### src/rtl/alu_arbiter.sv
// Round-robin arbiter sharing one combinational ALU between NREQ requesters.
// Optional macro ALU_ARB_PRIO_EN: requester 0 gets absolute priority.
//
// Ports:
//   clk, rst_n         clock, async active-low reset
//   req_valid/ready    per-requester handshake (ready is one-hot grant)
//   req_op/a/b         packed per-requester opcode and operands
//   alu_op/a/b, alu_y  registered operands to ALU, ALU result back
//   rsp_valid/ready    response handshake, with rsp_y and rsp_id
//   busy               high outside IDLE
module alu_arbiter #(
    parameter int NREQ = 4,
    parameter int W    = 8,
    parameter int OPW  = 3,
    parameter int IDW  = 2
) (
    input  logic              clk,
    input  logic              rst_n,
    input  logic [NREQ-1:0]   req_valid,
    input  logic [NREQ*OPW-1:0] req_op,
    input  logic [NREQ*W-1:0] req_a,
    input  logic [NREQ*W-1:0] req_b,
    output logic [NREQ-1:0]   req_ready,
    output logic [OPW-1:0]    alu_op,
    output logic [W-1:0]      alu_a,
    output logic [W-1:0]      alu_b,
    input  logic [W-1:0]      alu_y,
    output logic              rsp_valid,
    output logic [W-1:0]      rsp_y,
    output logic [IDW-1:0]    rsp_id,
    input  logic              rsp_ready,
    output logic              busy
);

    typedef enum logic [1:0] {
        S_IDLE,
        S_EXEC,
        S_RESP
    } state_t;

    state_t          r_state;
    state_t          w_next;
    logic [IDW-1:0]  r_ptr;
    logic [OPW-1:0]  r_op;
    logic [W-1:0]    r_a;
    logic [W-1:0]    r_b;
    logic [W-1:0]    r_y;
    logic [IDW-1:0]  r_id;
    logic            r_valid;
    logic [NREQ-1:0] w_cand;
    logic [IDW-1:0]  w_gidx;
    logic            w_found;
    logic            w_take;

`ifdef ALU_ARB_PRIO_EN
    logic w_prio;
    // Requester 0 is outside the rotation; it preempts it entirely.
    assign w_prio = req_valid[0];
    assign w_cand = req_valid & ~NREQ'(1);
`else
    assign w_cand = req_valid;
`endif

    // First candidate strictly after the last grant, with wrap.
    always_comb begin
        int j;
        j       = 0;
        w_found = 1'b0;
        w_gidx  = '0;
        for (int k = 1; k <= NREQ; k++) begin
            j = (int'(r_ptr) + k) % NREQ;
            if (!w_found && w_cand[IDW'(j)]) begin
                w_found = 1'b1;
                w_gidx  = IDW'(j);
            end
        end
`ifdef ALU_ARB_PRIO_EN
        if (w_prio) begin
            w_found = 1'b1;
            w_gidx  = '0;
        end
`endif
    end

    // Grant is also masked by rst_n so all outputs read 0 during reset.
    always_comb begin
        w_next    = r_state;
        req_ready = '0;
        w_take    = 1'b0;
        unique case (r_state)
            S_IDLE: begin
                if (w_found && rst_n) begin
                    w_take    = 1'b1;
                    req_ready = NREQ'(1) << w_gidx;
                    w_next    = S_EXEC;
                end
            end
            S_EXEC: w_next = S_RESP;
            S_RESP: if (rsp_ready) w_next = S_IDLE;
            default: w_next = S_IDLE;
        endcase
    end

    always_ff @(posedge clk or negedge rst_n) begin
        if (!rst_n) begin
            r_state <= S_IDLE;
            r_ptr   <= IDW'(NREQ - 1);
            r_op    <= '0;
            r_a     <= '0;
            r_b     <= '0;
            r_y     <= '0;
            r_id    <= '0;
            r_valid <= 1'b0;
        end else begin
            r_state <= w_next;
            if (w_take) begin
                r_op <= req_op[int'(w_gidx)*OPW +: OPW];
                r_a  <= req_a[int'(w_gidx)*W +: W];
                r_b  <= req_b[int'(w_gidx)*W +: W];
                r_id <= w_gidx;
`ifdef ALU_ARB_PRIO_EN
                if (!w_prio) r_ptr <= w_gidx;
`else
                r_ptr <= w_gidx;
`endif
            end
            if (r_state == S_EXEC) begin
                r_y     <= alu_y;
                r_valid <= 1'b1;
            end
            if (r_state == S_RESP && rsp_ready) begin
                r_valid <= 1'b0;
            end
        end
    end

    assign alu_op    = r_op;
    assign alu_a     = r_a;
    assign alu_b     = r_b;
    assign rsp_y     = r_y;
    assign rsp_id    = r_id;
    assign rsp_valid = r_valid;
    assign busy      = (r_state != S_IDLE);

endmodule

### config.mk
export PLATFORM = sky130hd
export DESIGN_NAME = alu_arbiter
export DESIGN_NICKNAME = d
export VERILOG_FILES = /design/src/rtl/alu_arbiter.sv
export SDC_FILE = /design/constraint.sdc
export NUM_CORES = 1
export LEC_CHECK = 0
export CAP_MARGIN = 5
export CELL_PAD_IN_SITES_DETAIL_PLACEMENT = 1
export CELL_PAD_IN_SITES_GLOBAL_PLACEMENT = 1
export CORE_MARGIN = 8
export CORE_UTILIZATION = 30
export CTS_CLUSTER_DIAMETER = 80
export DETAILED_ROUTE_END_ITERATION = 12
export PLACE_DENSITY = 0.91
export REMOVE_ABC_BUFFERS = 1
export SETUP_SLACK_MARGIN = 0.1
export SKIP_LAST_GASP = 1
export SLEW_MARGIN = 40
export SYNTH_ARGS = -nofsm -noshare
export SYNTH_HDL_FRONTEND = slang
export SYNTH_SLANG_ARGS = --single-unit
export TNS_END_PERCENT = 10
### constraint.sdc
create_clock -name clk -period 5.4 [get_ports clk]
set_input_delay 1.08 -clock clk [delete_from_list [all_inputs] [get_ports clk]]
set_output_delay 1.08 -clock clk [all_outputs]
set_load 0.05 [all_outputs]
# After elaboration in Yosys (flattened, before gate mapping)
# Cells that the tools add are included.
[totals]
ff_bits = 34
latchBits = 0
ramBits = 0
mem_bits_ro = 0
input_bits = 91
output_inout_bits = 35
wordCells = 66
memories = 0
[op_classes]
add_sub_neg = 4
multipliers = 1
div_mod_pow = 0
magnitude_cmp = 4
eq_ne = 4
shifts = 4
n_mux = 29
bitwise = 0
n_reduce_logical = 12
[op_table]
columns = ["op", "n"]
rows = [
  ["$shiftx A32 B6 Y8", 2],
  ["$lt A2 B4 Y1 const B", 4],
  ["$mux W1", 16],
  ["$mux W2", 6],
  ["$shiftx A12 B5 Y3", 1],
  ["$bmux W1 S2", 4],
  ["$mux W4", 2],
  ["$pmux W2 S3", 1],
  ["$logic_and A1 B1 Y1", 5],
  ["$add A2 B1 Y2 const B", 2],
  ["$add A2 B2 Y2 const B", 2],
  ["$mul A2 B2 Y4 const B", 1],
  ["$ne A2 B2 Y1 const B", 2],
  ["$reduce_bool A2 Y1", 2],
  ["$shl A1 B2 Y4 const A", 1],
  ["$logic_not A1 Y1", 3],
  ["$eq A2 B1 Y1 const B", 1],
  ["$eq A2 B2 Y1 const B", 1],
  ["$logic_not A2 Y1", 1],
  ["$reduce_and A2 Y1", 1],
]

# Depth between registers and ports, before layout
[logic_depth]
depth_word = 17
ltp_mapped = 8
depth_no_buf = 6

# Worst setup path after synthesis
# No wires, ideal clock.
[synth_timing]
path_kind = "input-to-output"
from = "in req_valid[0]"
to = "out req_ready[3]"
arrival_ns = 2.803
required_ns = 4.320
setup_slack_ns = 1.517
path_stages = 4
n_path_buf = 0
cell_sequence = "nor2_1 -> o21ai_1 -> or3_4 -> nor3_1"
[synth_between]
elab_chain_len = 16
elab_cells_between_ends = 30
classes_between = "shift: 1; mux: 22; reduce/logical: 7"
[synth_lines]
columns = ["element", "line", "text"]
rows = [
  ["from (decl)", "19", "input logic [NREQ-1:0] req_valid,"],
  ["$bmux W1 S2", "72", "if (!w_found && w_cand[IDW'(j)]) begin"],
  ["$mux W1 (implied by the code) (2 in series)", "72", ""],
  ["$mux W1", "72", ""],
  ["$logic_not A1 Y1", "72", ""],
  ["$logic_and A1 B1 Y1", "72", ""],
  ["$mux W1", "72", ""],
  ["$logic_not A1 Y1", "72", ""],
  ["$logic_and A1 B1 Y1", "72", ""],
  ["$mux W1", "72", ""],
  ["$logic_not A1 Y1", "72", ""],
  ["$logic_and A1 B1 Y1", "72", ""],
  ["$mux W2 / $mux W1 (equally long branches)", "72", ""],
  ["$shl A1 B2 Y4 / $logic_and A1 B1 Y1 (equally long branches)", "94, 92", ""],
  ["$mux W4 (*)", "92", "if (w_found && rst_n) begin"],
  ["$mux W4 (*)", "90", "unique case (r_state)"],
  ["to (decl)", "23", "output logic [NREQ-1:0] req_ready,"],
]
# Every way passes the cells marked *; elsewhere a longest branch is shown, timed or not. The select of a mux whose other input is x is not followed.

# Worst setup path in the final report
[layout_timing]
from = "in req_valid[2]"
to = "out req_ready[2]"
# Same word-level chain as after synthesis.

==> impl_metrics.py <==
metrics = {
    "worst_setup_path": {
        "worstPathArrival_ps": 3580,
        "critPathMostFrequentCell": "clkdlybuf4s50_1",
        "critPathMaxFanout": 5,
        "slowest_stage": "clkdlybuf4s50_1",
        "cp-start-kind": "primary input",
        "endpoint": "req_ready[2]",
        "setup.worst_path.end_class": "output pin",
        "rrSetupSlack_ps": 2840,
        "worstPathRequired_ps": 4320,
        "startpoint": "req_valid[2]",
        "crit_type": "in -> out",
        "r2r_start": "r_ptr[1]",
        "cp_cell_sequence": "clkdlybuf4s50_1, nand2b_1, a21oi_1, a311oi_1, nand2_1, nor2_1, clkdlybuf4s50_1",
        "max_stage_delay_ps": 810,
        "reg2reg_depth": 7,
        "rr_endpoint": "alu_b[1]",
    },
    "final_layout": {
        "nets": 431,
        "seq_area_um2": 853.3,
        "multi_input_area_um2": 1251,
        "fillers": 838,
        "area_growth_pct": 63.75,
        "layout-drive-gt1-share": 0.1906,
        "n_antenna_cell": 0,
    },
    "drt": {
        "drt-pass1-iter-count": 3,
        "drc": 0,
        "postRouteAntennaNets": 0,
        "routed-wl-met2_mm": 4.570,
        "drt_iter0_drc": 51,
        "wl_met1_mm": 3.240,
        "vias": 2162,
        "wl_per_cell_um": 19.03,
        "avgViaCountPerCell": 4.914,
        "met3_length_um": 513,
        "highest_layer": "met4",
        "totalWireLength_mm": 8.372,
    },
    "logic_synthesis": {
        "synth-edff-count": 0,
        "ys.warnings.count": 0,
        "synth.largest_area_cell": "dfrtp_1",
        "synthTopCellsByCount": "dfrtp_1, a211oi_2, nor2_1",
        "syn_inst": 218,
        "synth_ff_type": "dfrtp_1",
        "synth.avg_cell_area_um2": 10.23,
        "ys_seq_area_frac": 0.3827,
        "async_reset_ff_frac": 1.000,
        "ys_types": 35,
        "syn-cell-area_um2": 2230,
        "yosys.area.top_type_share": 0.3591,
        "synthTopCellsByArea": "dfrtp_1, a211oi_2, mux2i_1",
        "yosysMostFrequentCell": "dfrtp_1",
        "synth_seq_cells": 34,
    },
    "place": {
        "gp_congestion": 0.7374,
        "hpwlAfterDp_mm": 6.513,
        "portBuffers": 125,
    },
    "cts": {
        "post-cts-setup-buffers": 0,
        "clk_latency_ps": 280,
        "clock_sink_count": 34,
        "clk_pin_slew_ps": 80,
        "cts_buffers": 5,
        "htreeDepth": 2,
        "cts_tree": "built",
        "clockBufferDepth": 2,
        "postCtsResizedCells": 0,
        "cts.hold.buffers_added": 0,
        "cts_root_buf": "clkbuf_8",
    },
    "sta": {
        "finalSetupViolCount": 0,
        "finalHoldViolations": 0,
        "maxSlewHeadroom": 0.6006,
        "rsz0062_at_grt": "false",
        "drv_slew": 0,
        "period_share": 0.8625,
        "skew_ps": 4.785,
        "fin_setup_tns_ps": 0,
        "clock.fmax_mhz": 214.7,
        "min_period_ps": 4657,
        "tightest_slew_ps": 595.1,
    },
    "global_routing": {
        "grt_start_max_net_pins": 35,
        "grt_overflow": 0,
        "antenna_found_initial": 0,
        "first_global_vias": 2411,
        "gr-usage-all-layers": 0.1566,
        "grt_pass1_wl_mm": 12.74,
    },
    "run_status": {
        "status": "completed",
    },
    "power": {
        "peakVddDrop_v": 0.0002027,
        "power_uw": 2014,
        "power_density_nw_per_um2": 551.6,
        "leakage_uw": 0.001470,
    },
    "floorplan": {
        "die_area_um2": 10450,
        "std_cell_rows": 31,
        "start_util": 0.3091,
        "boundaryPins": 126,
        "die_h_um": 102.2,
        "coreArea_um2": 7214,
        "die_w_um": 102.2,
    },
    "job": {
        "cap_violations": 0,
    },
    "min_path": {
        "min_from": "rsp_y[6]",
        "hp-class": "reg -> reg",
    },
}
through the flow:
step | hold WS, ps | cells | util | setup slack, ps | instance area, um2
floorplan | 462.5 | 201 | - | 1404 | 2098
global placement | 479.1 | 431 | 0.4880 | 851.9 | 3521
detailed placement | 498.9 | 431 | 0.4891 | 739.1 | 3528
CTS | 510.3 | 439 | 0.5042 | 740.5 | 3637
global route | 540.2 | 440 | 0.5061 | 625.0 | 3651
finish | 508.8 | 440 | 0.5061 | 742.7 | 3651
layout by cell type, fill, tap and decap left out, types with 2 or more instances in the layout:
cell / n
o21a_1: 2
buf_4: 6
nand2_1: 22
nand2b_1: 4
a21o_1: 3
clkbuf_8: 5
nor2_2: 2
a211oi_2: 29
a211oi_1: 9
nand3b_1: 2
mux2i_1: 20
clkdlybuf4s50_1: 124
dfrtp_1: 32
mux2_2: 8
nor3_1: 20
nor2_1: 27
clkinv_2: 2
a21oi_1: 3
inv_1: 2
dfstp_2: 2
how the worst min path moves through the flow:
stage | end | cells after the start
after floorplan | rsp_valid | 1
after global placement | rsp_id[0] | 1
after detailed placement | rsp_y[6] | 1
after CTS | rsp_valid | 1
after global routing | rsp_y[2] | 1
final | rsp_y[6] | 1
cells by family after synthesis:
family	share of synthesized area
buffers and inverters	0.06396
AND/OR/NAND/NOR	0.1684
multiplexers	0.1302
flip-flops	0.3827
AO/OA/AOI/OAI	0.2548
state kept, by name, summed over array words and instances (netlist names):
signal,cells
alu_a,8
alu_b,8
rsp_y,8
alu_op,3
r_ptr,2
r_state,2
rsp_id,2
rsp_valid,1
routing by layer:
| layer | track usage | vias up |
|---|---|---|
| met5 | 0 | - |
| met4 | 0.03386 | 0 |
| met3 | 0.04292 | 2 |
| li1 | - | 1033 |
| met2 | 0.2929 | 63 |
| met1 | 0.1704 | 1064 |
final cells by class:
type / instances / share of cell area
clock inverters: 3 / 0.01097
well taps: 99 / 0.03393
clock buffers: 5 / 0.01885
flip-flops and latches: 34 / 0.2337
repair buffers: 132 / 0.3568
inverters: 3 / 0.003084
multi-input cells: 164 / 0.3427
critical path: cells and delay by family:
kind	cells	cell delay (ps)
buffers and inverters	2	1420
AO/OA/AOI/OAI	2	610
AND/OR/NAND/NOR	3	470
where the power goes:
part	internal (uW)	total (uW)	switching, uW
sequential	387	469	82.4
clock	136	235	98.6
combinational	483	1310	827
Note: power is estimated with default switching activity, not from simulation.
